[src/rtl/imem_loader_pkg.sv]
// Shared types and constants for the instruction-memory loader.
// Holds the loader state encoding and the byte counts of the stream fields.
package loader_pkg;

   typedef enum logic [2:0] {
      LOAD_LEN  = 3'd0,
      LOAD_DATA = 3'd1,
      LOAD_SUM  = 3'd2,
      FINISH    = 3'd3,
      DONE      = 3'd4,
      ERROR     = 3'd5
   } loader_state_t;

   localparam int LEN_BYTES  = 4;
   localparam int WORD_BYTES = 4;

endpackage

[src/rtl/imem_loader_byte_packer.sv]
// Shifts stream bytes into a 32-bit little-endian word and tracks the byte index.
// Shared by the length field and the data words, which have the same size.
module byte_packer
   import loader_pkg::*;
(
   input  logic        clk,
   input  logic        reset,
   input  logic        clear,
   input  logic        shift_en,
   input  logic [7:0]  byte_in,
   output logic [31:0] word_next,
   output logic        word_complete
);

   localparam int IDX_W = $clog2(WORD_BYTES);
   localparam logic [IDX_W-1:0] LAST_IDX = IDX_W'(WORD_BYTES - 1);

   logic [31:0]      word_q, word_d;
   logic [IDX_W-1:0] idx_q, idx_d;

   // New bytes enter at the top so the first byte ends up in bits [7:0].
   assign word_next     = {byte_in, word_q[31:8]};
   assign word_complete = shift_en && (idx_q == LAST_IDX);

   always_comb begin
      word_d = word_q;
      idx_d  = idx_q;
      if (clear) begin
         word_d = '0;
         idx_d  = '0;
      end else if (shift_en) begin
         word_d = word_next;
         idx_d  = idx_q + IDX_W'(1);
      end
   end

   always_ff @(posedge clk or negedge reset) begin
      if (!reset) begin
         word_q <= '0;
         idx_q  <= '0;
      end else begin
         word_q <= word_d;
         idx_q  <= idx_d;
      end
   end

endmodule

[src/rtl/imem_loader.sv]
// Run-time instruction-memory loader: length-prefixed byte stream in, word writes out.
// Optional trailing checksum byte when IMEM_LOADER_CHECKSUM_EN is defined.
module imem_loader
   import loader_pkg::*;
#(
   parameter int ADDR_WIDTH = 10
) (
   input  logic                  clk,
   input  logic                  reset,
   input  logic                  rx_valid,
   input  logic [7:0]            rx_data,
   output logic                  rx_ready,
   input  logic                  reload,
   output logic                  imem_we,
   output logic [ADDR_WIDTH-1:0] imem_addr,
   output logic [31:0]           imem_wdata,
   output logic                  core_hold,
   output logic                  done,
   output logic                  error
);

   localparam logic [31:0]         MAX_WORDS = 32'd1 << ADDR_WIDTH;
   localparam logic [ADDR_WIDTH:0] ONE_WORD  = (ADDR_WIDTH+1)'(1);

   loader_state_t         state_q, state_d;
   logic                  rx_ready_q, rx_ready_d;
   logic                  imem_we_q, imem_we_d;
   logic [ADDR_WIDTH-1:0] imem_addr_q, imem_addr_d;
   logic [31:0]           imem_wdata_q, imem_wdata_d;
   logic                  core_hold_q, core_hold_d;
   logic                  done_q, done_d;
   logic                  error_q, error_d;
   logic [ADDR_WIDTH:0]   len_q, len_d;
   logic [ADDR_WIDTH:0]   words_q, words_d;

   logic        accept;
   logic        pack_en;
   logic        pack_clear;
   logic        word_complete;
   logic [31:0] word_next;

`ifdef IMEM_LOADER_CHECKSUM_EN
   logic [7:0] sum_q, sum_d;
   logic [7:0] sum_total;
   assign sum_total = sum_q + rx_data;
   localparam loader_state_t TAIL_STATE = LOAD_SUM;
`else
   localparam loader_state_t TAIL_STATE = FINISH;
`endif

   assign accept  = rx_valid && rx_ready_q;
   assign pack_en = accept && ((state_q == LOAD_LEN) || (state_q == LOAD_DATA));

   byte_packer u_packer (
      .clk           (clk),
      .reset         (reset),
      .clear         (pack_clear),
      .shift_en      (pack_en),
      .byte_in       (rx_data),
      .word_next     (word_next),
      .word_complete (word_complete)
   );

   always_comb begin
      state_d      = state_q;
      imem_we_d    = 1'b0;
      imem_addr_d  = imem_addr_q;
      imem_wdata_d = imem_wdata_q;
      len_d        = len_q;
      words_d      = words_q;
      pack_clear   = 1'b0;
`ifdef IMEM_LOADER_CHECKSUM_EN
      sum_d        = sum_q;
`endif

      // The address advances once the pulse for the current word has been issued.
      if (imem_we_q) imem_addr_d = imem_addr_q + ADDR_WIDTH'(1);

      case (state_q)
         LOAD_LEN: begin
            if (word_complete) begin
               len_d   = word_next[ADDR_WIDTH:0];
               words_d = '0;
               if (word_next > MAX_WORDS)  state_d = ERROR;
               else if (word_next == '0)   state_d = TAIL_STATE;
               else                        state_d = LOAD_DATA;
            end
         end
         LOAD_DATA: begin
`ifdef IMEM_LOADER_CHECKSUM_EN
            if (accept) sum_d = sum_total;
`endif
            if (word_complete) begin
               imem_we_d    = 1'b1;
               imem_wdata_d = word_next;
               words_d      = words_q + ONE_WORD;
               if (words_d == len_q) state_d = TAIL_STATE;
            end
         end
`ifdef IMEM_LOADER_CHECKSUM_EN
         LOAD_SUM: begin
            if (accept) state_d = (sum_total == 8'h00) ? DONE : ERROR;
         end
`endif
         FINISH: state_d = DONE;
         DONE, ERROR: begin
            if (reload) begin
               state_d     = LOAD_LEN;
               imem_addr_d = '0;
               len_d       = '0;
               words_d     = '0;
               pack_clear  = 1'b1;
`ifdef IMEM_LOADER_CHECKSUM_EN
               sum_d       = '0;
`endif
            end
         end
         default: state_d = ERROR;
      endcase

      // Flags follow the next state so they are registered alongside it.
      rx_ready_d  = (state_d == LOAD_LEN) || (state_d == LOAD_DATA) || (state_d == LOAD_SUM);
      done_d      = (state_d == DONE);
      error_d     = (state_d == ERROR);
      core_hold_d = (state_d != DONE);
   end

   always_ff @(posedge clk or negedge reset) begin
      if (!reset) begin
         state_q      <= LOAD_LEN;
         rx_ready_q   <= 1'b0;
         imem_we_q    <= 1'b0;
         imem_addr_q  <= '0;
         imem_wdata_q <= '0;
         core_hold_q  <= 1'b1;
         done_q       <= 1'b0;
         error_q      <= 1'b0;
         len_q        <= '0;
         words_q      <= '0;
`ifdef IMEM_LOADER_CHECKSUM_EN
         sum_q        <= '0;
`endif
      end else begin
         state_q      <= state_d;
         rx_ready_q   <= rx_ready_d;
         imem_we_q    <= imem_we_d;
         imem_addr_q  <= imem_addr_d;
         imem_wdata_q <= imem_wdata_d;
         core_hold_q  <= core_hold_d;
         done_q       <= done_d;
         error_q      <= error_d;
         len_q        <= len_d;
         words_q      <= words_d;
`ifdef IMEM_LOADER_CHECKSUM_EN
         sum_q        <= sum_d;
`endif
      end
   end

   assign rx_ready   = rx_ready_q;
   assign imem_we    = imem_we_q;
   assign imem_addr  = imem_addr_q;
   assign imem_wdata = imem_wdata_q;
   assign core_hold  = core_hold_q;
   assign done       = done_q;
   assign error      = error_q;

endmodule
[config.mk]
export PLATFORM = sky130hd
export DESIGN_NAME = imem_loader
export DESIGN_NICKNAME = d
export VERILOG_FILES = /design/src/rtl/imem_loader_pkg.sv /design/src/rtl/imem_loader_byte_packer.sv /design/src/rtl/imem_loader.sv
export SDC_FILE = /design/constraint.sdc
export NUM_CORES = 1
export LEC_CHECK = 0
export CAP_MARGIN = 25
export CORE_MARGIN = 5
export CORE_UTILIZATION = 51
export CTS_BUF_LIST = sky130_fd_sc_hd__clkbuf_2
export CTS_CLUSTER_DIAMETER = 40
export CTS_CLUSTER_SIZE = 16
export DETAILED_ROUTE_END_ITERATION = 7
export GPL_TIMING_DRIVEN = 0
export MAX_ROUTING_LAYER = met4
export PLACE_DENSITY = 0.78
export SLEW_MARGIN = 20
export SYNTH_ARGS = -nofsm -noshare
export SYNTH_HDL_FRONTEND = slang
export SYNTH_SLANG_ARGS = --single-unit
[constraint.sdc]
create_clock -name clk -period 2.1 [get_ports clk]
set_clock_uncertainty 0.15 [all_clocks]
set_input_delay 0.21 -clock clk [delete_from_list [all_inputs] [get_ports clk]]
set_output_delay 0.21 -clock clk [all_outputs]
set_load 0.05 [all_outputs]
==> flow_metrics.tcl, run 1 <==
set metrics [dict create \
    synthArstFlopShare 1.00 \
    syn_area_um2 4200 \
    maxSlewHeadroom 0.414 \
    grt_pass1_wl_um 16200 \
    timing.fmax_mhz 476 \
    cts_made_buffers 9 \
    drv_cap 0 \
    cp_max_fo 4 \
    path_class "reg -> reg" \
    fin_crit_sh 1.00 \
    wl_per_cell_um 15.8 \
    status "completed" \
    synth_area_leaders "dfrtp_1 58%, nand2_1 10%, a22o_1 6.7%, xor2_1 2.9%, xnor2_1 2.3%" \
    maxSlewViolCount 0 \
    busiest_layer "met2" \
    yosysTopAreaCell "dfrtp_1" \
    cts.clk_slew.worst_paths_ps 240 \
    ff2ff_path_depth 6 \
    grt_util_met3 0.0436 \
    fin_util 0.650 \
    ir_drop_v 0.000768 \
    power.total_w 0.00764 \
    setup_ws_ps 0.304 \
    hpwl_um 6420 \
    viasPerCell 5.39 \
    grt_max_degree 78 \
    synth.distinct_cells 44 \
    drt-initial-drc-count 192 \
    ys.flop_type "dfrtp_1" \
    synth_edf_count 0 \
    core_um2 8130 \
    via_count 3259 \
    die_w_um 101 \
    grt_pass1_vias 3280 \
    final_cell_mix "116 x nand2_1, 91 x dfrtp_1, 45 x dlygate4sd2_1" \
    antenna_found_initial 0 \
    netlist_instances 406 \
    gp_congestion 0.848 \
    yosysTopAreaCellShare 0.578 \
    diodes 0 \
    htreeDepth 3 \
    hold_class "in -> reg" \
    ant_nets 0 \
    fin_crit_ps 2100 \
    nNetsFinal 511 \
    final_common_cell "nand2_1" \
    cp-end-kind "flop" \
    tritoncts "yes" \
    yosys_warnings 0 \
    crit_arrival_ps 2420 \
    drtPass1Iterations 4 \
    die_h_um 101 \
    tightestPinTransition_ps 877 \
    p_leak_nw 2.71 \
    setup_viol 0 \
    place_ws_ps -360 \
    cts_root_buf "clkbuf_2" \
    finalWirelength_um 9560 \
    overflow 0 \
    start_util 0.516 \
    area_delta_synth_final_pct 25.9 \
    p_per_area_nw_per_um2 1450 \
    finalHoldViolCount 0 \
    rsz0062_at_grt "yes" \
    syn_nets 421 \
    drc_errors 0 \
    max-clock-path-buffers 2 \
    tns_ps 0 \
    clock_sinks 98 \
    grtUsageMet1 0.283 \
    post_synth.cell_area_avg_um2 10.3 \
    use_met2 0.319 \
    clk_latency_ps 550 \
    crit_path_start_kind "flop" \
    cp.required_ps 2420 \
    dieArea_um2 10200 \
    drive_gt1_frac 0.134 \
    synth-seq-area-share 0.584 \
    hold_depth 3 \
    ioPinCount 59 \
    ys_ff_latch 98 \
    rows 33 \
    io_buffers 58 \
    grt_usage 0.207 \
]
[sequential cells by signal, summed over array words and instances, names as in the netlist]
| signal | flops |
|---|---|
| words_q | 11 |
| len_q | 11 |
| rx_ready | 1 |
| imem_we | 1 |
| done | 1 |
| imem_addr | 10 |
| state_q | 3 |
| u_packer.word_q | 24 |
| imem_wdata | 32 |
| u_packer.idx_q | 2 |
| core_hold | 1 |
| error | 1 |
[Yosys cell counts, drive strengths merged, types with 2 or more instances]
cell and count:
and3 5, xnor2 11, dfrtp 97, o31ai 3, nor4 7, or3 2, ha 3, a31oi 2
nand2 116, a22o 34, and2 3, mux2i 5, buf 7, nor2 20, inv 4, o21ai 18
nand3 7, nor3 4, nand4 5, a21oi 7, and4 2, clkbuf 13, a21o 4, or4 2
xor2 14
[cells by family (layout without fill, tap and decap cells)]
group / Yosys count / after routing / share of synthesized area
simple gates: 178 / 178 / 0.190
flops: 98 / 98 / 0.584
compound gates: 72 / 72 / 0.127
xor+xnor: 25 / 25 / 0.0521
buf+inv: 24 / 118 / 0.0235
mux: 6 / 6 / 0.0146
fa+ha+maj: 3 / 3 / 0.00894
[layer usage]
layer  share of wire  vias up  routed length, µm
met1            0.46     1577               4370
li1                -     1573                  -
met4           0.013        0                129
met3           0.048       13                460
met5               0        -                  0
met2            0.48       96               4600
[what timing repair did]
action	4_1_cts	5_1_grt
gates resized for setup	57	22
hold buffers	3	1
pin swaps	3	7
endpoints found under the hold margin	98	8
endpoints found under the setup margin	82	48
buffers inserted	7	10
[worst paths after layout]
check | startpoint | end | slack (ps)
worst max-delay path | u_packer.word_q[19] | rx_ready | 0.3
worst min-delay path | rx_data[2] | imem_wdata[26] | 80
worst max register to register | u_packer.word_q[19] | rx_ready | 0.3
worst min register to register | imem_wdata[1] | imem_wdata[1] | 350
max in group asynchronous | reset | words_q[0] | 520
min in group asynchronous | reset | core_hold | 530
[critical path, cell delays in order (launching register included)]
cell      delay (ps)
dfrtp_2          510
nor4_4           290
nand4_1          130
or4_4            540
a21oi_4          160
o21ai_2           80
a211oi_2         180
[area by class of cell]
class | count | area, µm²
Fill cell | 659 | 2850
Clock buffer | 10 | 50.0
Timing Repair Buffer | 80 | 723
Tap cell | 105 | 131
Clock inverter | 5 | 80.1
Inverter | 4 | 15.0
Multi-Input combinational cell | 284 | 1720
Buffer | 19 | 106
Sequential cell | 98 | 2460
[where the power goes]
group / switching (W) / internal (W) / leakage (nW)
logic: 0.00228 / 0.00120 / 1.36
registers: 0.000613 / 0.00256 / 1.27
clock network: 0.000605 / 0.000390 / 0.0756
total: 0.00349 / 0.00415 / 2.71
[stage by stage]
stage | instances | cell area (µm²) | hold WS (ps)
6_report | 605 | 5290 | 80.2
5_1_grt | 605 | 5290 | 8.60
4_1_cts | 595 | 5140 | 12.2
3_5_place_dp | 570 | 4940 | -77.9
3_3_place_gp | 569 | 4910 | 310
2_1_floorplan | 406 | 4200 | -236
No activity file was read; power rests on OpenSTA's default activity.
==> inputs of run 2 (changes only) <==
==> constraint.sdc (replaced) <==
create_clock -name clk -period 2.1 [get_ports clk]
set_clock_uncertainty 0.15 [all_clocks]
set_input_delay 0.42 -clock clk [delete_from_list [all_inputs] [get_ports clk]]
set_output_delay 0.42 -clock clk [all_outputs]
set_load 0.05 [all_outputs]
==> run 2 against run 1 <==
Against the previous run:
- the run now ends with negative setup slack left
- sequential share of layout area is 0.90 points higher
- highest routed layer unchanged
- via count rose by 0.18%
- register-to-register slack lost 60 ps
- first-iteration DRC count down 27%
==> flow_metrics.tcl, run 2 (synthesized netlist as in run 1, its figures left out) <==
set metrics [dict create \
    drv_cap 0 \
    overflow 0 \
    grt_pass1_vias 3293 \
    die_h_um 101 \
    tightestPinTransition_ps 505 \
    final_cell_mix "116 x nand2_1, 90 x dfrtp_1, 37 x clkbuf_2" \
    start_util 0.516 \
    via_count 3265 \
    grt_usage 0.208 \
    violations "negative setup slack" \
    cp-end-kind "flop" \
    cts.clk_slew.worst_paths_ps 260 \
    fin_util 0.638 \
    htreeDepth 3 \
    p_clk_frac 0.130 \
    ioPinCount 59 \
    drtPass1Iterations 4 \
    grt_max_degree 78 \
    timing.fmax_mhz 464 \
    wl_per_cell_um 15.9 \
    register_area_um2 2460 \
    core_um2 8130 \
    multi_input_area_um2 1720 \
    cts_root_buf "clkbuf_2" \
    grt_pass1_wl_um 16300 \
    crit_path_start_kind "flop" \
    nNetsFinal 511 \
    switching_share 0.458 \
    cts_made_buffers 9 \
    viasPerCell 5.40 \
    path_class "reg -> reg" \
    maxSlewViolCount 0 \
    drive_gt1_frac 0.214 \
    ant_nets 0 \
    tritoncts "yes" \
    finalWirelength_um 9590 \
    final_common_cell "nand2_1" \
    p_int_w 0.00415 \
    setup_viol 2 \
    area_delta_synth_final_pct 23.6 \
    status "complete, but fails checks" \
    antenna_found_initial 0 \
    diodes 0 \
    combPwrFrac 0.458 \
    die_w_um 101 \
    p_seq_frac 0.412 \
    clk_latency_ps 540 \
    ir_drop_v 0.000813 \
    hpwl_um 6420 \
    finalHoldViolCount 0 \
    p_per_area_nw_per_um2 1480 \
    fin_crit_sh 1.03 \
    crit_arrival_ps 2460 \
    drt-initial-drc-count 141 \
    largest_reg_flops 32 \
    hold_class "in -> async" \
    io_buffers 58 \
    maxSlewHeadroom 0.664 \
    fin_crit_ps 2160 \
    p_leak_nw 2.58 \
    dieArea_um2 10200 \
    max-clock-path-buffers 2 \
    cp.required_ps 2410 \
    clock_sinks 98 \
    cp_max_fo 4 \
    fillers 648 \
    rows 33 \
    setup_ws_ps -55.5 \
    place_ws_ps -570 \
    drc_errors 0 \
    gp_congestion 0.848 \
    p_switching_w 0.00351 \
    rsz0062_at_grt "yes" \
    power.total_w 0.00766 \
]
run 2: cell count changes in the layout (fill, tap and decap cells not counted), sizes merged, moves of 3 or more:
cell	delta
buf	+6
dlygate4sd3	-3
clkbuf	+26
clkdlybuf4s15	+15
dlygate4sd2	-44
run 2: final cells by class:
class | count | area share
buffer | 19 | 0.0198
clock buffer | 10 | 0.00964
clock inverter | 5 | 0.0154
inverter | 4 | 0.00289
multi-input combinational | 284 | 0.331
sequential | 98 | 0.474
tap | 105 | 0.0253
timing repair buffer | 80 | 0.122
run 2: worst max-delay path, stage by stage (launching register included):
cell and delay [ps]:
dfrtp_2 480, nor4_2 310, nand4_1 150, or4_4 540, a21oi_4 140, buf_4 140
o21bai_4 60, and2_1 130
run 2: what timing repair did:
| action | in CTS | in global routing |
|---|---|---|
| gates resized for setup | 83 | 81 |
| hold buffers | 1 | 0 |
| setup endpoints to repair | 83 | 79 |
| gates cloned | 0 | 0 |
| endpoints found under the hold margin | 98 | 0 |
| pin swaps | 4 | 6 |
| buffers inserted | 11 | 9 |
run 2: power groups by stage:
stage	registers (W)	logic (W)	clock network, W
after floorplan	0.00425	0.00122	0
after global placement	0.00322	0.00336	0
after detailed placement	0.00324	0.00344	0
after CTS	0.00313	0.00349	0.00102
after global routing	0.00325	0.00376	0.00110
final	0.00316	0.00351	0.000993
run 2: worst paths after layout:
kind,startpoint,endpoint,slack (ps),depth (start not counted)
hold / removal,reset,imem_addr[8],80,2
min in group clk,rx_data[7],imem_wdata[31],290,3
hold reg to reg,imem_wdata[1],imem_wdata[1],360,2
setup / recovery,u_packer.word_q[19],error,-60,7
max in group asynchronous,reset,u_packer.word_q[19],1030,3
setup reg to reg,u_packer.word_q[19],error,-60,7
run 2: metal layers:
metal / share of wire / wire length, µm / GRT usage / vias up
li1: - / - / - / 1572
met1: 0.46 / 4450 / 0.283 / 1601
met2: 0.48 / 4610 / 0.324 / 81
met3: 0.042 / 405 / 0.0429 / 11
met4: 0.013 / 127 / 0.0497 / 0
met5: 0 / 0 / - / -
run 2: stage by stage:
| step | hold slack, ps | instance area [µm²] | TNS [ps] | cells |
|---|---|---|---|---|
| after floorplan | -25.6 | 4200 | 0 | 406 |
| after global placement | 310 | 4910 | -320460 | 569 |
| after detailed placement | 132 | 4940 | -26330 | 570 |
| after CTS | 53.6 | 5180 | 0 | 597 |
| after global routing | 24.2 | 5190 | -815 | 605 |
| final | 82.4 | 5190 | -103 | 605 |
